**config.mk**
```make
export PLATFORM = sky130hd
export DESIGN_NAME = fetch_ctrl
export DESIGN_NICKNAME = d
export VERILOG_FILES = /design/src/rtl/fetch_pkg.sv /design/src/rtl/fetch_ctrl.sv
export SDC_FILE = /design/constraint.sdc
export NUM_CORES = 1
export LEC_CHECK = 0
export ABC_CLOCK_PERIOD_IN_PS = 2850
export CAP_MARGIN = 10
export CORE_MARGIN = 8
export CORE_UTILIZATION = 53
export CTS_BUF_LIST = sky130_fd_sc_hd__clkbuf_16
export CTS_CLUSTER_DIAMETER = 200
export DETAILED_ROUTE_END_ITERATION = 16
export PLACE_DENSITY_LB_ADDON = 0.15
export SETUP_SLACK_MARGIN = 0.2
export SLEW_MARGIN = 5
export SYNTH_ARGS = -nofsm -noshare
export SYNTH_HDL_FRONTEND = slang
export SYNTH_SLANG_ARGS = --single-unit
```
**constraint.sdc**
```tcl
create_clock -name clk -period 2.85 [get_ports clk]
set_input_delay 0.57 -clock clk [delete_from_list [all_inputs] [get_ports clk]]
set_output_delay 0.57 -clock clk [all_outputs]
set_load 0.01 [all_outputs]
```
**src/rtl/fetch_pkg.sv**
```systemverilog
// Shared types and constants for the fetch-stage sequencer.
package fetch_pkg;

    // BOOT    : one idle cycle after reset before the first request
    // REQ     : request outstanding on the instruction-memory port
    // HOLD    : fetched word parked in the hold buffer while decode stalls
    // DISCARD : waiting out a request made stale by a redirect
    typedef enum logic [1:0] {
        BOOT    = 2'd0,
        REQ     = 2'd1,
        HOLD    = 2'd2,
        DISCARD = 2'd3
    } fetch_state_t;

    localparam logic [31:0] NOP_INSTR        = 32'h0000_0013;
    localparam logic [31:0] DEFAULT_RESET_PC = 32'h0000_0000;

    // Sequential fetch increment; wraps naturally at 32 bits.
    function automatic logic [31:0] pc_plus4(input logic [31:0] pc);
        return pc + 32'd4;
    endfunction

endpackage

```
**src/rtl/fetch_ctrl.sv**
```systemverilog
// Fetch-stage sequencer: owns the fetch PC, drives the instruction-memory
// request handshake, buffers one word across decode stalls and handles
// execute-stage redirects, including redirects that race an outstanding request.
//
// state   | meaning
// --------+-----------------------------------------------------------
// BOOT    | post-reset idle cycle, no request
// REQ     | IMemReq high at ReqAddr, waiting for IMemAck
// HOLD    | word captured while StallD=1, waiting for decode to accept
// DISCARD | redirected mid-request; drain the old ack, then refetch
module fetch_ctrl
    import fetch_pkg::*;
#(
    parameter logic [31:0] RESET_PC  = DEFAULT_RESET_PC,
    parameter logic [31:0] NOP_WORD  = NOP_INSTR
) (
    input  logic        clk,
    input  logic        rst,
    input  logic        StallD,
    input  logic        MissPredictionE,
    input  logic [31:0] BranchTargetE,
    output logic        IMemReq,
    output logic [31:0] IMemAddr,
    input  logic        IMemAck,
    input  logic [31:0] IMemData,
    output logic [31:0] PCF,
    output logic [31:0] InstrF,
    output logic        ValidF,
    output logic        FlushD,
    output logic        FlushE
);

    fetch_state_t state, state_nxt;

    logic [31:0] fetch_pc,   fetch_pc_nxt;
    logic [31:0] req_addr,   req_addr_nxt;
    logic [31:0] hold_instr, hold_instr_nxt;
    logic [31:0] hold_pc,    hold_pc_nxt;
    logic        hold_valid, hold_valid_nxt;
    logic [31:0] pcf_q,      pcf_nxt;
    logic [31:0] instr_q,    instr_nxt;
    logic        valid_q,    valid_nxt;

    // Register update; synchronous reset returns to BOOT with an empty pipe.
    always_ff @(posedge clk) begin
        if (rst) begin
            state      <= BOOT;
            fetch_pc   <= RESET_PC;
            req_addr   <= RESET_PC;
            hold_instr <= NOP_WORD;
            hold_pc    <= RESET_PC;
            hold_valid <= 1'b0;
            pcf_q      <= RESET_PC;
            instr_q    <= NOP_WORD;
            valid_q    <= 1'b0;
        end else begin
            state      <= state_nxt;
            fetch_pc   <= fetch_pc_nxt;
            req_addr   <= req_addr_nxt;
            hold_instr <= hold_instr_nxt;
            hold_pc    <= hold_pc_nxt;
            hold_valid <= hold_valid_nxt;
            pcf_q      <= pcf_nxt;
            instr_q    <= instr_nxt;
            valid_q    <= valid_nxt;
        end
    end

    // Next-state and datapath selection; a redirect outranks stall and ack.
    always_comb begin
        state_nxt      = state;
        fetch_pc_nxt   = fetch_pc;
        req_addr_nxt   = req_addr;
        hold_instr_nxt = hold_instr;
        hold_pc_nxt    = hold_pc;
        hold_valid_nxt = hold_valid;
        pcf_nxt        = pcf_q;
        instr_nxt      = instr_q;
        valid_nxt      = valid_q;

        if (MissPredictionE) begin
            fetch_pc_nxt   = BranchTargetE;
            valid_nxt      = 1'b0;
            instr_nxt      = NOP_WORD;
            hold_valid_nxt = 1'b0;
            unique case (state)
                REQ: begin
                    // An ack in the same cycle retires the old request, so the
                    // target can be issued immediately; otherwise drain it first.
                    if (IMemAck) begin
                        req_addr_nxt = BranchTargetE;
                        state_nxt    = REQ;
                    end else begin
                        state_nxt    = DISCARD;
                    end
                end
                BOOT, HOLD: begin
                    req_addr_nxt = BranchTargetE;
                    state_nxt    = REQ;
                end
                DISCARD: begin
                    // The in-flight address must stay put; only the landing
                    // point moves to the newest target.
                    state_nxt = DISCARD;
                end
                default: state_nxt = BOOT;
            endcase
        end else begin
            unique case (state)
                BOOT: begin
                    req_addr_nxt = fetch_pc;
                    state_nxt    = REQ;
                end
                REQ: begin
                    if (IMemAck) begin
                        fetch_pc_nxt = pc_plus4(req_addr);
                        if (!StallD) begin
                            instr_nxt    = IMemData;
                            pcf_nxt      = req_addr;
                            valid_nxt    = 1'b1;
                            req_addr_nxt = pc_plus4(req_addr);
                        end else begin
                            hold_instr_nxt = IMemData;
                            hold_pc_nxt    = req_addr;
                            hold_valid_nxt = 1'b1;
                            state_nxt      = HOLD;
                        end
                    end else if (!StallD) begin
                        valid_nxt = 1'b0;
                    end
                end
                HOLD: begin
                    if (!StallD) begin
                        instr_nxt      = hold_instr;
                        pcf_nxt        = hold_pc;
                        valid_nxt      = hold_valid;
                        hold_valid_nxt = 1'b0;
                        req_addr_nxt   = fetch_pc;
                        state_nxt      = REQ;
                    end
                end
                DISCARD: begin
                    valid_nxt = 1'b0;
                    if (IMemAck) begin
                        req_addr_nxt = fetch_pc;
                        state_nxt    = REQ;
                    end
                end
                default: state_nxt = BOOT;
            endcase
        end
    end

    // Memory port and pipeline-boundary outputs; reset masks the request and flushes.
    always_comb begin
        IMemReq  = !rst && ((state == REQ) || (state == DISCARD));
        IMemAddr = req_addr;
        PCF      = pcf_q;
        InstrF   = instr_q;
        ValidF   = valid_q;
        FlushD   = MissPredictionE && !rst;
        FlushE   = MissPredictionE && !rst;
    end

endmodule
```
==> metrics.txt, run 1 <==
# TYPE chip_impl_metric gauge
chip_impl_info{name="run_status",value="completed"} 1
chip_impl_metric{name="utilization",unit="%"} 68.4
chip_impl_metric{name="r2r_slack",unit="ns"} 0.46
chip_impl_metric{name="static-leakage-power",unit="nW"} 4.47
chip_impl_metric{name="wire_length_of_the_first_global_routing_pass",unit="mm"} 42.9
chip_impl_metric{name="max_cap_viol_count",unit=""} 0
chip_impl_metric{name="yosys.area_share.adder",unit="%"} 0.134
chip_impl_metric{name="avgRoutedWirePerCell",unit="µm"} 17.7
chip_impl_metric{name="cts.repair.resized",unit=""} 0
chip_impl_metric{name="postPlaceCellArea",unit="µm²"} 11200
chip_impl_info{name="cp-end-kind",value="output port"} 1
chip_impl_metric{name="die_height",unit="µm"} 149
chip_impl_metric{name="sequential_power_share",unit="%"} 47.9
chip_impl_metric{name="ios",unit=""} 169
chip_impl_metric{name="maxClockFrequency",unit="MHz"} 411
chip_impl_metric{name="finalCritPeriodShare",unit="%"} 85.3
chip_impl_metric{name="area_growth",unit="%"} 26.6
chip_impl_info{name="critical_register_to_register_path_endpoint",value="fetch_pc[31]$_SDFFE_PP0P_"} 1
chip_impl_metric{name="dieArea",unit="µm²"} 22100
chip_impl_metric{name="fillCellCount",unit=""} 1420
chip_impl_info{name="worst_r2r_startpoint",value="IMemAddr[19]$_SDFFE_PP0P_"} 1
chip_impl_metric{name="yosys-mux-area-fraction",unit="%"} 7.52
chip_impl_metric{name="setup-tns-final",unit="ns"} 0
chip_impl_metric{name="drt-total-wl",unit="mm"} 26.6
chip_impl_info{name="ys.flop_type",value="dfxtp_1"} 1
chip_impl_metric{name="max-slew-margin-rel",unit="%"} 38.2
chip_impl_metric{name="dr.pass1.iters",unit=""} 7
chip_impl_metric{name="first_iter_violations",unit=""} 687
chip_impl_info{name="clock-root-buffer",value="clkbuf_16"} 1
chip_impl_metric{name="fin_ws",unit="ns"} 0.420
chip_impl_info{name="largest_family_of_logic_cells_by_synthesized_area",value="simple AND/OR/NAND/NOR gates"} 1
chip_impl_metric{name="cp_slowest_stage_delay",unit="ns"} 0.61
chip_impl_metric{name="power.total",unit="mW"} 6.20
chip_impl_metric{name="core-area",unit="µm²"} 17200
chip_impl_metric{name="viasPerCell",unit=""} 5.77
chip_impl_metric{name="count_of_flip_flops_with_a_built_in_enable_after_synthesis",unit=""} 0
chip_impl_metric{name="grt_remaining_overflow",unit=""} 0
chip_impl_metric{name="crit_path_max_fanout",unit=""} 16
chip_impl_metric{name="critical_path_cell_count",unit=""} 2
chip_impl_metric{name="asyncSetResetFlopFracSynth",unit="%"} 0
chip_impl_metric{name="num-nets-final",unit=""} 1334
chip_impl_metric{name="synth_seq_area_share",unit="%"} 42.1
chip_impl_metric{name="final-instance-count-excl-fill",unit=""} 1502
chip_impl_metric{name="dpl.cell_count",unit=""} 1470
chip_impl_metric{name="clkPwrFrac",unit="%"} 36.3
chip_impl_metric{name="hold_viol_final",unit=""} 0
chip_impl_metric{name="post_synthesis_cell_area",unit="µm²"} 9310
chip_impl_info{name="crit_chain",value="nor2b_1 > clkdlybuf4s50_1"} 1
chip_impl_info{name="holdCritPathClass",value="reg -> reg"} 1
chip_impl_metric{name="multi_input_area",unit="µm²"} 4920
chip_impl_metric{name="period_minus_slack",unit="ns"} 2.43
chip_impl_info{name="cp-endpoint",value="IMemReq"} 1
chip_impl_metric{name="yosys.area_share.simple",unit="%"} 21.8
chip_impl_metric{name="cp_data_arrival_time",unit="ns"} 1.86
chip_impl_metric{name="finalClockSkew",unit="ns"} 0.00999
chip_impl_metric{name="post_route_cells_drive_above_1_share",unit="%"} 8.07
chip_impl_metric{name="initial_core_util",unit="%"} 54.0
chip_impl_metric{name="slew_violations",unit=""} 0
chip_impl_metric{name="yosys.area_share.xor_xnor",unit="%"} 2.54
chip_impl_metric{name="number_of_h_tree_levels",unit=""} 4
chip_impl_metric{name="synth-seq-cells",unit=""} 196
chip_impl_metric{name="critPathBufInv",unit=""} 1
chip_impl_metric{name="via_count",unit=""} 8673
chip_impl_metric{name="pwr-share-comb",unit="%"} 15.8
chip_impl_metric{name="numCtsBuffers",unit=""} 17
chip_impl_metric{name="power_density",unit="nW/µm²"} 526
chip_impl_info{name="setup_repair_after_global_routing_missed_its_margin",value="no"} 1
chip_impl_metric{name="syn-instance-count",unit=""} 1140
chip_impl_metric{name="grt_util_all_layers",unit="%"} 23.7
chip_impl_metric{name="detail-route-antenna-nets",unit=""} 0
chip_impl_metric{name="finish.instance_area",unit="µm²"} 11800
chip_impl_info{name="worst_path_max_delay_cell",value="dfxtp_1"} 1
chip_impl_metric{name="antenna_found_initial",unit=""} 0
chip_impl_metric{name="synthDistinctLibCells",unit=""} 69
chip_impl_metric{name="register_area",unit="µm²"} 3920
chip_impl_metric{name="p_sw_share",unit="%"} 27.2
chip_impl_metric{name="synth-warning-count",unit=""} 0
chip_impl_metric{name="io_buffers",unit=""} 168
chip_impl_metric{name="core.rowCount",unit=""} 48
chip_impl_metric{name="dpl.hpwl",unit="mm"} 17.9
chip_impl_metric{name="synthesis.nets",unit=""} 1210
chip_impl_metric{name="place.gp.congestion",unit=""} 0.866
chip_impl_metric{name="hold_buffers",unit=""} 0
chip_impl_metric{name="worst_ep_required_time",unit="ns"} 2.28
chip_impl_metric{name="cts_sinks",unit=""} 196
chip_impl_metric{name="synth-compound-area-share",unit="%"} 20.5
chip_impl_info{name="timing.critical_path.from",value="state[0]$_SDFFE_PP0P_"} 1
chip_impl_metric{name="first_global_vias",unit=""} 8145
chip_impl_metric{name="pre_cts_ws",unit="ns"} 0.212
chip_impl_info{name="cts_tree",value="yes"} 1
chip_impl_metric{name="cts.repair_timing.setup_buffer_count",unit=""} 0
chip_impl_metric{name="irDropWorstVdd",unit="V"} 0.000436
chip_impl_info{name="setup.worst_path.class",value="reg -> out"} 1
chip_impl_info{name="startpoint_type",value="register"} 1
chip_impl_metric{name="reg2regPathDepth",unit=""} 5
chip_impl_metric{name="p_int",unit="mW"} 4.51
chip_impl_metric{name="drc",unit=""} 0
chip_impl_metric{name="netSwitchingPower",unit="mW"} 1.69
chip_impl_metric{name="die_w",unit="µm"} 149
chip_impl_metric{name="maximum_number_of_pins_on_one_net_before_global_route_repair",unit=""} 69
chip_impl_metric{name="clk-insertion-delay-late",unit="ns"} 0.43
chip_impl_metric{name="final.hold.worst_slack",unit="ns"} 0.453
chip_impl_metric{name="syn_area_per_cell",unit="µm²"} 8.17
chip_impl_info{name="critical_path.top_delay_family",value="flip-flops"} 1
chip_impl_metric{name="tightestPinTransition",unit="ns"} 0.924
chip_impl_metric{name="clk_path_buf_depth",unit=""} 2
chip_impl_metric{name="clock_transition_at_the_registers_of_the_reported_paths",unit="ns"} 0.07
chip_impl_metric{name="setup_viol",unit=""} 0
## final cells by class
type                    instances  share of cell area [%]
multi-input cells             824                    41.7
inverters                      13                   0.414
clock inverters                14                   0.976
well taps                     225                    2.39
diodes                          1                  0.0212
repair buffers                212                    17.6
clock buffers                  17                    3.61
flip-flops and latches        196                    33.3
## Yosys cell counts (all sizes together), types with 3 or more instances
| cell | n | area [µm²] |
|---|---|---|
| dfxtp | 196 | 3920 |
| nand2 | 188 | 706 |
| nor2 | 130 | 490 |
| a21oi | 93 | 469 |
| clkbuf | 74 | 278 |
| a211oi | 70 | 526 |
| mux2i | 70 | 701 |
| buf | 33 | 173 |
| o21ai | 32 | 160 |
| nand3 | 29 | 150 |
| nor3 | 25 | 125 |
| nand4 | 16 | 136 |
| a2111oi | 15 | 163 |
| xor2 | 14 | 123 |
| a31oi | 13 | 81.3 |
| xnor2 | 13 | 114 |
| inv | 12 | 45.0 |
| o211ai | 8 | 60.1 |
| and3 | 7 | 45.1 |
| nor2b | 7 | 43.8 |
| o32ai | 7 | 61.3 |
| and2 | 6 | 37.5 |
| nand2b | 6 | 37.5 |
| nand3b | 6 | 45.0 |
| nor4 | 6 | 82.6 |
| a22oi | 5 | 37.5 |
| a21o | 4 | 30.0 |
| a221oi | 4 | 35.0 |
| o31a | 4 | 35.0 |
| a21boi | 3 | 22.5 |
| a311oi | 3 | 26.3 |
| nor3b | 3 | 22.5 |
| o22ai | 3 | 18.8 |
| o311ai | 3 | 26.3 |
| or3 | 3 | 18.8 |
| or4 | 3 | 26.3 |
## worst reg2reg max path: cells and delay by family (launching register included)
| kind | cells | cell delay, ns |
|---|---|---|
| AND/OR/NAND/NOR | 3 | 1.15 |
| flip-flops | 1 | 0.56 |
| AO/OA/AOI/OAI | 1 | 0.35 |
| XOR/XNOR | 1 | 0.23 |
## sequential cells by signal, indices dropped and copies added (netlist names)
signal / count
ValidF: 1
hold_valid: 1
state: 2
IMemAddr: 32
fetch_pc: 32
InstrF: 32
hold_instr: 32
PCF: 32
hold_pc: 32
## worst min path at each step
stage	slack, ns	startpoint	depth (start not counted)	end
finish	0.45	hold_instr[3]$_SDFFE_PP0P_	2	hold_instr[3]$_SDFFE_PP0P_
global route	0.47	hold_instr[30]$_SDFFE_PP0P_	2	hold_instr[30]$_SDFFE_PP0P_
CTS	0.46	hold_instr[30]$_SDFFE_PP0P_	2	hold_instr[30]$_SDFFE_PP0P_
detailed placement	0.45	hold_pc[9]$_SDFFE_PP0P_	2	hold_pc[9]$_SDFFE_PP0P_
global placement	0.44	hold_instr[31]$_SDFFE_PP0P_	2	hold_instr[31]$_SDFFE_PP0P_
floorplan	0.44	hold_instr[10]$_SDFFE_PP0P_	2	hold_instr[10]$_SDFFE_PP0P_
## cell families after synthesis
group,Yosys count
AOI/OAI and AO/OA,284
adders and majority gates,1
muxes,70
and+or+nand+nor,442
xor gates and xnor gates,27
DFF,196
buffers and inverters,120
## power by group through the flow
stage	sequential, mW	clock, mW	combinational (mW)
finish	2.97	2.25	0.977
global route	2.98	2.40	1.06
CTS	2.97	2.29	0.979
detailed placement	3.03	0	0.972
global placement	3.03	0	0.956
floorplan	3.03	0	0.524
## metal layers
| layer | GRT usage [%] | wire length, µm | vias up |
|---|---|---|---|
| li1 | - | - | 4283 |
| met2 | 38.2 | 12400 | 294 |
| met4 | 7.29 | 487 | 0 |
| met3 | 5.01 | 1890 | 36 |
| met5 | 0 | 0 | - |
| met1 | 31.1 | 11800 | 4060 |
## cell usage in the layout, fill, tap and decap left out, types with 8 or more instances in the layout
cell type and instances:
mux2i_1 70, nor2_1 129, a2111oi_0 10, a211oi_1 70
xor2_1 14, xnor2_1 13, buf_4 39, a31oi_1 13
nand2_1 187, clkdlybuf4s50_1 166, inv_1 14, nand4_1 13
o211ai_1 8, clkbuf_16 17, o21ai_0 32, nand3_1 28
dfxtp_1 196, nor3_1 25, a21oi_1 91
(Power assumes the default switching activity.)
==> inputs of run 2 (changes only) <==
--- a/config.mk
+++ b/config.mk
@@ -5,7 +5,7 @@
 export SDC_FILE = /design/constraint.sdc
 export NUM_CORES = 1
 export LEC_CHECK = 0
-export ABC_CLOCK_PERIOD_IN_PS = 2850
+export ABC_CLOCK_PERIOD_IN_PS = 2300
 export CAP_MARGIN = 10
 export CORE_MARGIN = 8
 export CORE_UTILIZATION = 53
==> constraint.sdc (replaced) <==
create_clock -name clk -period 2.3 [get_ports clk]
set_input_delay 0.46 -clock clk [delete_from_list [all_inputs] [get_ports clk]]
set_output_delay 0.46 -clock clk [all_outputs]
set_load 0.01 [all_outputs]
==> run 2 against run 1 <==
Against the previous run: core utilization up 2.0 points; global-route usage increased by 0.56 points; clock-buffer cell count unchanged; design area is 2.9% higher; flip-flop and latch count unchanged; clock skew rose by 0.0030 ns; non-clock buffer count rose by 29; first-iteration DRC count is 0.44% lower; hold slack got worse by 0.071 ns; sequential share of layout area down 0.91 points; register-to-register slack worse by 0.12 ns; total power increased by 27%; critical endpoint is now IMemAddr[15].
==> metrics.txt, run 2 (synthesized netlist as in run 1, its figures left out) <==
# TYPE chip_impl_metric gauge
chip_impl_metric{name="fillCellCount",unit=""} 1421
chip_impl_metric{name="crit_path_max_fanout",unit=""} 7
chip_impl_metric{name="postPlaceCellArea",unit="µm²"} 11500
chip_impl_info{name="timing.critical_path.from",value="IMemAddr[15]$_SDFFE_PP0P_"} 1
chip_impl_metric{name="finalClockSkew",unit="ns"} 0.0130
chip_impl_metric{name="antenna_found_initial",unit=""} 0
chip_impl_metric{name="num-nets-final",unit=""} 1363
chip_impl_metric{name="die_height",unit="µm"} 149
chip_impl_metric{name="max-slew-margin-rel",unit="%"} 50.6
chip_impl_metric{name="core.rowCount",unit=""} 48
chip_impl_metric{name="critical_path_cell_count",unit=""} 2
chip_impl_info{name="run_status",value="completed"} 1
chip_impl_metric{name="place.gp.congestion",unit=""} 0.897
chip_impl_metric{name="dieArea",unit="µm²"} 22100
chip_impl_metric{name="die_w",unit="µm"} 149
chip_impl_metric{name="worst_ep_required_time",unit="ns"} 1.84
chip_impl_metric{name="maxClockFrequency",unit="MHz"} 486
chip_impl_metric{name="period_minus_slack",unit="ns"} 2.06
chip_impl_metric{name="cp_data_arrival_time",unit="ns"} 1.60
chip_impl_metric{name="slew_violations",unit=""} 0
chip_impl_metric{name="power_density",unit="nW/µm²"} 651
chip_impl_info{name="worst_r2r_startpoint",value="IMemAddr[7]$_SDFFE_PP0P_"} 1
chip_impl_info{name="crit_chain",value="buf_4 > clkdlybuf4s50_1"} 1
chip_impl_metric{name="pre_cts_ws",unit="ns"} -0.153
chip_impl_metric{name="drc",unit=""} 0
chip_impl_metric{name="area_growth",unit="%"} 30.3
chip_impl_metric{name="clock_transition_at_the_registers_of_the_reported_paths",unit="ns"} 0.08
chip_impl_metric{name="ios",unit=""} 169
chip_impl_metric{name="number_of_h_tree_levels",unit=""} 4
chip_impl_metric{name="static-leakage-power",unit="nW"} 4.66
chip_impl_metric{name="cts_sinks",unit=""} 196
chip_impl_metric{name="critPathBufInv",unit=""} 2
chip_impl_metric{name="reg2regPathDepth",unit=""} 5
chip_impl_info{name="clock-root-buffer",value="clkbuf_16"} 1
chip_impl_info{name="setup.worst_path.class",value="reg -> out"} 1
chip_impl_metric{name="cp_slowest_stage_delay",unit="ns"} 0.55
chip_impl_info{name="holdCritPathClass",value="in -> reg"} 1
chip_impl_info{name="most_common_cell_after_layout_fill_and_taps_aside",value="dfxtp_1"} 1
chip_impl_metric{name="io_buffers",unit=""} 168
chip_impl_metric{name="post_route_cells_drive_above_1_share",unit="%"} 10.7
chip_impl_info{name="layout_common_cells",value="dfxtp_1, nand2_1, clkdlybuf4s50_1, nor2_1, a21oi_1"} 1
chip_impl_info{name="critical_register_to_register_path_endpoint",value="fetch_pc[28]$_SDFFE_PP0P_"} 1
chip_impl_info{name="holdCritStartpoint",value="rst"} 1
chip_impl_metric{name="fin_ws",unit="ns"} 0.241
chip_impl_metric{name="r2r_slack",unit="ns"} 0.34
chip_impl_metric{name="first_iter_violations",unit=""} 684
chip_impl_info{name="setup_repair_after_global_routing_missed_its_margin",value="no"} 1
chip_impl_metric{name="register_area",unit="µm²"} 3930
chip_impl_metric{name="numCtsBuffers",unit=""} 17
chip_impl_info{name="critical_path.top_delay_family",value="buffers and inverters"} 1
chip_impl_metric{name="dpl.hpwl",unit="mm"} 18.4
chip_impl_metric{name="initial_core_util",unit="%"} 54.0
chip_impl_metric{name="hold_viol_final",unit=""} 0
chip_impl_metric{name="viasPerCell",unit=""} 5.80
chip_impl_metric{name="maximum_number_of_pins_on_one_net_before_global_route_repair",unit=""} 135
chip_impl_metric{name="grt_util_all_layers",unit="%"} 24.3
chip_impl_metric{name="detail-route-antenna-nets",unit=""} 0
chip_impl_metric{name="clk_path_buf_depth",unit=""} 2
chip_impl_info{name="cp-endpoint",value="IMemAddr[15]"} 1
chip_impl_info{name="worst_path_max_delay_cell",value="clkdlybuf4s50_1"} 1
chip_impl_metric{name="core-area",unit="µm²"} 17200
chip_impl_metric{name="tightestPinTransition",unit="ns"} 0.741
chip_impl_info{name="cp-end-kind",value="output port"} 1
chip_impl_metric{name="finalCritPeriodShare",unit="%"} 89.5
chip_impl_metric{name="wire_length_of_the_first_global_routing_pass",unit="mm"} 43.6
chip_impl_metric{name="first_global_vias",unit=""} 8351
chip_impl_metric{name="drt-total-wl",unit="mm"} 27.2
chip_impl_metric{name="grt_remaining_overflow",unit=""} 0
chip_impl_metric{name="final.hold.worst_slack",unit="ns"} 0.382
chip_impl_metric{name="avgRoutedWirePerCell",unit="µm"} 17.8
chip_impl_metric{name="setup_viol",unit=""} 0
chip_impl_metric{name="via_count",unit=""} 8881
chip_impl_info{name="cts_tree",value="yes"} 1
chip_impl_metric{name="multi_input_area",unit="µm²"} 4940
chip_impl_metric{name="n_antenna_cell",unit=""} 0
chip_impl_metric{name="dr.pass1.iters",unit=""} 5
chip_impl_metric{name="irDropWorstVdd",unit="V"} 0.000559
chip_impl_metric{name="clk-insertion-delay-late",unit="ns"} 0.44
chip_impl_info{name="startpoint_type",value="register"} 1
chip_impl_metric{name="max_cap_viol_count",unit=""} 0
chip_impl_metric{name="finish.instance_area",unit="µm²"} 12100
-- run 2: how the worst min path moves through the flow --
| stage | to | slack [ns] | cells after the start |
|---|---|---|---|
| 6_report | fetch_pc[17]$_SDFFE_PP0P_ | 0.38 | 4 |
| 4_1_cts | fetch_pc[17]$_SDFFE_PP0P_ | 0.38 | 4 |
| 2_1_floorplan | hold_instr[10]$_SDFFE_PP0P_ | 0.44 | 2 |
| 3_5_place_dp | hold_pc[13]$_SDFFE_PP0P_ | 0.45 | 2 |
| 3_3_place_gp | hold_pc[12]$_SDFFE_PP0P_ | 0.44 | 2 |
| 5_1_grt | fetch_pc[17]$_SDFFE_PP0P_ | 0.39 | 4 |
-- run 2: routing by layer --
metal | up-vias | global-route usage, % | part of all wire (%)
li1 | 4354 | - | -
met1 | 4166 | 31.9 | 44
met2 | 315 | 38.4 | 46
met3 | 46 | 4.56 | 7.1
met4 | 0 | 9.89 | 2.6
met5 | - | 0 | 0
-- run 2: timing repair --
item                                    CTS  global route
hold buffers                              0             0
gates resized for setup                   4             5
buffers inserted                          0             0
pin swaps                                 0             0
endpoints found under the setup margin    4             8
-- run 2: worst register-to-register path: stages, from the launching register on --
cell and delay, ns:
dfxtp_1 0.38, nand4_4 0.19, nor4_4 0.45, nand4_2 0.20
xnor2_1 0.20, a2111oi_1 0.42
-- run 2: power breakdown --
part | switching [mW] | leakage (nW) | internal, mW
registers | 0.102 | 1.60 | 3.54
clock network | 1.40 | 0.287 | 1.53
logic | 0.705 | 2.78 | 0.616
-- run 2: metrics by stage --
step	instances	setup TNS (ns)	utilization, %	power (mW)
final	1531	0	70.4	7.90
after global routing	1531	0	70.4	8.20
after CTS	1531	0	70.3	7.93
after detailed placement	1499	-1.49	66.9	5.02
after global placement	1499	-0.659	66.9	5.00
after floorplan	1140	0	-	4.40
-- run 2: final cells by class --
| type | instances | area share [%] |
|---|---|---|
| Sequential cell | 196 | 32.4 |
| Multi-Input combinational cell | 824 | 40.7 |
| Timing Repair Buffer | 241 | 19.4 |
| Clock inverter | 15 | 1.24 |
| Tap cell | 225 | 2.32 |
| Clock buffer | 17 | 3.51 |
| Inverter | 13 | 0.402 |
